$ cat src/rtl/sampler_ctrl.sv
// sampler_ctrl: sequences one vector-sampler run and owns the shared data BRAM
// port while the run is active.
//
// Ports:
//   clk, rst            - clock, async active-high reset
//   start, abort        - run command / cancel of an active run
//   seed_base, dst_base - BRAM word bases, latched on an accepted start
//   busy, done, aborted - run status (done is a 1-cycle pulse, aborted sticky)
//   run_cycles          - RUN cycles of the last run, saturating
//   smp_*               - binomial sampler handshake and address/data
//   host_*              - host/decoder access to the BRAM port
//   mem_*               - BRAM port (read data has 1-cycle latency)
module sampler_ctrl #(
  parameter int ADDR_W = 9,
  parameter int DATA_W = 64,
  parameter int CNT_W  = 16
) (
  input  logic              clk,
  input  logic              rst,
  input  logic              start,
  input  logic              abort,
  input  logic [ADDR_W-1:0] seed_base,
  input  logic [ADDR_W-1:0] dst_base,
  output logic              busy,
  output logic              done,
  output logic              aborted,
  output logic [CNT_W-1:0]  run_cycles,
  output logic              smp_rst,
  input  logic [ADDR_W-1:0] smp_rd_address,
  input  logic [ADDR_W-1:0] smp_wt_address,
  input  logic              smp_wen,
  input  logic [DATA_W-1:0] smp_sample_pack,
  input  logic              smp_done,
  input  logic              host_req,
  input  logic              host_we,
  input  logic [ADDR_W-1:0] host_addr,
  input  logic [DATA_W-1:0] host_wdata,
  output logic              host_gnt,
  output logic [ADDR_W-1:0] mem_addr,
  output logic              mem_we,
  output logic [DATA_W-1:0] mem_wdata,
  input  logic [DATA_W-1:0] mem_rdata,
  output logic [DATA_W-1:0] host_rdata,
  output logic [DATA_W-1:0] smp_data_in
);

  typedef enum logic [1:0] {S_IDLE, S_LAUNCH, S_RUN, S_FINISH} state_t;

  state_t            state_q, state_d;
  logic [ADDR_W-1:0] seed_q, seed_d;
  logic [ADDR_W-1:0] dst_q, dst_d;
  logic [CNT_W-1:0]  run_cycles_q, run_cycles_d;
  logic              aborted_q, aborted_d;

  always_ff @(posedge clk or posedge rst) begin
    if (rst) begin
      state_q      <= S_IDLE;
      seed_q       <= '0;
      dst_q        <= '0;
      run_cycles_q <= '0;
      aborted_q    <= 1'b0;
    end else begin
      state_q      <= state_d;
      seed_q       <= seed_d;
      dst_q        <= dst_d;
      run_cycles_q <= run_cycles_d;
      aborted_q    <= aborted_d;
    end
  end

  always_comb begin
    state_d      = state_q;
    seed_d       = seed_q;
    dst_d        = dst_q;
    run_cycles_d = run_cycles_q;
    aborted_d    = aborted_q;
    case (state_q)
      S_IDLE: begin
        if (start) begin
          seed_d       = seed_base;
          dst_d        = dst_base;
          run_cycles_d = '0;
          aborted_d    = 1'b0;
          state_d      = S_LAUNCH;
        end
      end
      S_LAUNCH: state_d = S_RUN;
      S_RUN: begin
        // the abort cycle is still a RUN cycle, so it is counted too
        if (run_cycles_q != '1) run_cycles_d = run_cycles_q + 1'b1;
        if (abort) begin
          aborted_d = 1'b1;
          state_d   = S_IDLE;
        end else if (smp_done) begin
          state_d = S_FINISH;
        end
      end
      S_FINISH: state_d = S_IDLE;
      default:  state_d = S_IDLE;
    endcase
  end

  // BRAM port ownership: host in IDLE, sampler otherwise
  always_comb begin
    host_gnt  = (state_q == S_IDLE) && host_req && !start;
    mem_addr  = host_addr;
    mem_we    = 1'b0;
    mem_wdata = host_wdata;
    if (state_q == S_IDLE) begin
      mem_we = host_gnt && host_we;
    end else begin
      // bases + offsets wrap modulo 2^ADDR_W
      mem_addr  = smp_wen ? (dst_q + smp_wt_address) : (seed_q + smp_rd_address);
      mem_we    = (state_q == S_RUN) && smp_wen;
      mem_wdata = smp_sample_pack;
    end
  end

  assign busy        = (state_q != S_IDLE);
  assign done        = (state_q == S_FINISH);
  assign smp_rst     = (state_q != S_RUN);
  assign aborted     = aborted_q;
  assign run_cycles  = run_cycles_q;
  assign host_rdata  = mem_rdata;
  assign smp_data_in = mem_rdata;

endmodule
$ cat config.mk
export PLATFORM = sky130hd
export DESIGN_NAME = sampler_ctrl
export DESIGN_NICKNAME = d
export VERILOG_FILES = /design/src/rtl/sampler_ctrl.sv
export SDC_FILE = /design/constraint.sdc
export NUM_CORES = 1
export LEC_CHECK = 0
export CAP_MARGIN = 5
export CORE_AREA = 2 2 180 182
export DETAILED_ROUTE_END_ITERATION = 6
export DIE_AREA = 0 0 182 184
export MAX_ROUTING_LAYER = met4
export SYNTH_ARGS = -nofsm -noshare
export SYNTH_HDL_FRONTEND = slang
export SYNTH_SLANG_ARGS = --single-unit
$ cat constraint.sdc
create_clock -name clk -period 4.59 [get_ports clk]
set_input_delay 0.918 -clock clk [delete_from_list [all_inputs] [get_ports clk]]
set_output_delay 0.918 -clock clk [all_outputs]
set_load 0.005 [all_outputs]
### After elaboration in Yosys (flattened, before gate mapping)

Cells that the tools add are included.
Widths: inputs -> output; s select.

* add/sub/neg operators: 3
* equal/unequal tests: 9
* muxes and demuxes: 14
* reductions and logical operators: 12

Operator list (number)
* $mux 64: 1
* $mux 16: 2
* $pmux 16 s2: 1
* $add 9x9->9: 2
* $mux 9: 2
* $add 16x1->16 const B: 1
* $ne 16x16->1 const B: 1
* $ne 2x2->1 const B: 4
* $pmux 2 s4: 1
* $mux 2: 3
* $reduce_and 3->1: 2
* $eq 2x2->1 const B: 2
* $logic_and 1x1->1: 4
* $reduce_and 2->1: 2
* $reduce_bool 2->1: 2
* $mux 1: 3
* $ne 3x3->1 const B: 1
* $eq 2x1->1 const B: 1
* $logic_not 2->1: 1
* $pmux 1 s2: 1
* $logic_not 1->1: 1

* flip-flop bits (word level): 37
* input bits: 245
* output and inout bits: 223
* word-level logic and storage cells: 43

### Longest topological paths before layout

* depth in word-level cells: 5
* depth in mapped cells: 9
* depth with buffers taken out: 9

### Worst setup path after synthesis

No wires, ideal clock.

* path kind: input to output
* start: in smp_wt_address[0]
* end: out mem_addr[6]
* data arrival time: 2361 ps
* required time: 3672 ps
* path slack: 1311 ps
* cell stages on the path: 9
* path buffers: 0
* path through: ha_1 -> inv_1 -> fa_1 -> nand2b_1 -> a21oi_1 -> o21a_1 -> o21ai_0 -> a41oi_1 -> o21ai_0

* longest elaborated chain between the ends: 3

RTL lines
* from (decl): RTL line 30 `input logic [ADDR_W-1:0] smp_wt_address,`
* $add 9x9->9: RTL line 113 `mem_addr = smp_wen ? (dst_q + smp_wt_address) : (seed_q + smp_rd_address);`
* $mux 9: RTL line 113
* $mux 9: RTL line 109 `if (state_q == S_IDLE) begin`
* to (decl): RTL line 39 `output logic [ADDR_W-1:0] mem_addr,`

No other way between the ends.

### Final worst setup path

* start: in smp_rd_address[1]
* end: out mem_addr[7]

* longest elaborated chain between the ends: 3

RTL lines
* from (decl): RTL line 29 `input logic [ADDR_W-1:0] smp_rd_address,`
* $add 9x9->9: RTL line 113
* $mux 9: RTL line 113
* $mux 9: RTL line 109

No other way between the ends.

==> impl_metrics.json <==
{
  "timing.final.hold_violations": 0,
  "wp_data_required_ns": 3.67,
  "final_net_count": 1025,
  "io-pin-count": 468,
  "ys_seq_elements": 37,
  "run_status": "completed",
  "static_leak_nw": 2.928,
  "floorplan.initialDensity_pct": 13.50,
  "post_drt_wl_per_cell_um": 17.53,
  "use_met1_pct": 13.17,
  "cts_made_buffers": 5,
  "core-area_um2": 31390,
  "ir_worst_vdd_mv": 0.2350,
  "critical_path.most_common_cell": "clkdlybuf4s50_1",
  "cp_top_family": "buffers and inverters",
  "drt_first_iter_violations": 173,
  "worst_setup_path_end_kind": "output port",
  "postRouteAntennaNets": 0,
  "totalPowerFinal_w": 0.003124,
  "rsz_0062_raised_after_global_routing": "no",
  "total_negative_setup_slack_ns": 0,
  "numClockSinks": 37,
  "achievable-frequency_mhz": 224.8,
  "transition_time_of_the_tightest_slew_check_pin_ns": 0.8193,
  "initial_antenna_violation_count": 0,
  "layout_min_cycle_time_ns": 4.448,
  "clock-skew-final_ns": 0.004268,
  "first_pass_detailed_route_iteration_total": 4,
  "critical-path-max-stage-delay_ns": 0.59,
  "buffer_ports.inserted": 275,
  "cts_tree": "done",
  "cts-root-to-sink-buffers": 2,
  "std_cell_rows": 65,
  "timing.slew.headroom_pct": 45.30,
  "clkSlewWorstSetupHoldPaths_ns": 0.06,
  "final-setup-viol-count": 0,
  "grt_start_max_net_pins": 71,
  "synthToLayoutAreaGrowth_pct": 56.76,
  "grt_pass1_wl_um": 28900,
  "drive_above_1_share_pct": 4.205,
  "post_cts.repair.setup_buffers": 0,
  "clock_latency_reported_for_the_late_side_of_the_worst_skew_pair_ns": 0.28,
  "antennaDiodeCount": 0,
  "post-route-drc-count": 0,
  "period_share_pct": 96.91,
  "ctsRootBufferMaster": "clkbuf_16",
  "final_hold_slack_ns": 0.4821,
  "synth_area_um2": 4239,
  "share_of_synthesized_area_occupied_by_flip_flops_and_latches_pct": 21.84,
  "critical_path.slowest_cell": "clkdlybuf4s50_1",
  "timing_worst_setup_path_type": "input pin to output port",
  "worstPathCellList": "clkdlybuf4s50_1, ha_1, a211oi_1, nor2_1, a221oi_1, xnor2_1, o22ai_1, a31oi_1, clkdlybuf4s50_1",
  "routabilityCongestion": 0.7773,
  "globalRoute.busiestLayer": "met2",
  "worstPathBufferInverterCount": 2,
  "detailroute.via_count": 4374,
  "die_h_um": 184,
  "netlist.top_cell.by_area": "buf_4",
  "critical_path.startpoint_type": "input pin",
  "ys_types": 54,
  "use_met3_pct": 4.834,
  "syn-mean-instance-area_um2": 6.804,
  "critical_path.max_fanout": 2,
  "total_detailed_routing_wirelength_um": 20390,
  "post_synth_inst_count": 623,
  "power_per_cell_area_nw_per_um2": 470.1,
  "max_cap_viol_count": 0,
  "via_per_inst": 3.761,
  "timing_max_transition_violations_final": 0,
  "top_area_cell_type_share_of_the_netlist_area_pct": 22.67,
  "most_area_consuming_cells_after_synthesis": "buf_4, nand2_1, dfrtp_1",
  "clock_tree.htree_level_count": 2,
  "grt_remaining_overflow": 0,
  "first_global_vias": 4240,
  "hpwl_um": 17320,
  "class_of_the_tightest_hold_or_removal_check": "register to register",
  "track_usage_pct": 11.85,
  "dieArea_um2": 33490,
  "synth_fp_nets": 887,
  "floorplan.die.width_um": 182,
  "cp_data_arrival_time_ns": 3.53,
  "synth_warnings": 0,
  "groute.layer.met2.usage_pct": 19.69
}
layer usage:
layer,vias to the layer above,wire [um]
met5,-,0
met4,0,471
met3,39,2216
met2,259,9802
met1,1930,7903
li1,2146,-
synth_stat cells, drive strengths merged:
cell,instances
a211oi,4
a21o,8
a21oi,13
a221oi,1
a22o,1
a31oi,5
a41oi,1
and2,3
and2b,1
and3,2
and3b,1
and4,4
buf,137
clkbuf,12
dfrtp,37
fa,2
ha,17
inv,12
mux2,1
mux2i,1
nand2,257
nand2b,5
nand3,14
nand3b,1
nand4,4
nor2,18
nor2b,2
nor3,6
nor3b,2
o211ai,2
o21a,3
o21ai,19
o21bai,1
o221a,1
o22ai,1
o31ai,2
o32ai,1
or2b,1
or3,2
xnor2,11
xor2,7
state kept, by name (all words and copies together) (netlist names):
| signal | flops |
|---|---|
| aborted | 1 |
| dst_q | 9 |
| run_cycles | 16 |
| seed_q | 9 |
| state_q | 2 |
kinds of logic (layout without fill, tap and decap cells):
group	count (synthesis)	count (layout)	share of synthesized area (%)
xor gates and xnor gates	18	18	3.719
buffers and inverters	161	299	25.83
and+or+nand+nor	323	323	32.53
AOI/OAI and AO/OA	63	63	9.622
DFF	37	37	21.84
muxes	2	2	0.5018
adders and majority gates	19	19	5.962
placed cells by master (no fill, tap or decap), types with 3 or more instances in the layout:
master | netlist | layout
a211oi_1 | 3 | 3
a21o_1 | 7 | 7
a21oi_1 | 13 | 12
a31oi_1 | 5 | 5
and2_1 | 3 | 3
and4_4 | 3 | 3
buf_4 | 128 | 5
clkbuf_16 | 0 | 5
clkdlybuf4s50_1 | 0 | 273
dfrtp_1 | 37 | 37
ha_1 | 17 | 17
inv_1 | 11 | 11
nand2_1 | 256 | 256
nand2b_1 | 5 | 5
nand3_1 | 13 | 13
nand4_1 | 3 | 3
nor2_1 | 18 | 17
nor3_1 | 3 | 3
nor3_2 | 3 | 3
o21a_1 | 3 | 3
o21ai_0 | 14 | 14
o21ai_1 | 5 | 5
xnor2_1 | 11 | 11
xor2_1 | 7 | 7
stage by stage:
step           utilization (%)  area, um^2  instances  setup slack [ns]
3_3_place_gp             20.67        6490       1156           0.09261
3_5_place_dp             20.67        6490       1156           0.08303
5_1_grt                  21.17        6645       1163          0.001903
6_report                 21.17        6645       1163            0.1418
2_1_floorplan                -        4239        623             1.311
4_1_cts                  21.14        6636       1163           0.08431
final cells by class:
cell class,instances,area [um^2]
inverter,12,45.04
clock inverter,1,7.507
fill,3498,24750
timing repair buffer,280,2795
sequential,37,925.9
tap,402,503.0
multi-input combinational,425,2230
clock buffer,6,138.9
worst reg2reg max path, stage by stage, from the launching register on:
cell,delay [ns]
dfrtp_1,0.43
nor2_4,0.13
buf_4,0.62
nand2_2,0.53
a22o_1,0.37
power by group:
| group | switching, W | leakage [nW] | internal (W) |
|---|---|---|---|
| clock network | 0.000142 | 0.0690 | 0.000213 |
| logic | 0.00110 | 2.38 | 0.00117 |
| registers | 0.0000760 | 0.482 | 0.000424 |
| total | 0.00132 | 2.93 | 0.00181 |
repair_timing:
action / CTS / global route
gates resized for setup: 0 / 3
setup endpoints to repair: 0 / 2
hold buffers: 0 / 0
worst paths after layout:
check,depth (start not counted),slack [ns],start,endpoint
min in group asynchronous,2,0.91,rst,dst_q[2]
max,9,0.14,smp_rd_address[1],mem_addr[7]
min reg2reg,2,0.48,seed_q[5],seed_q[5]
min,2,0.48,seed_q[5],seed_q[5]
max in group asynchronous,3,2.93,rst,state_q[1]
max reg2reg,4,2.39,state_q[0],aborted
Power figures use the tool's default switching activity.
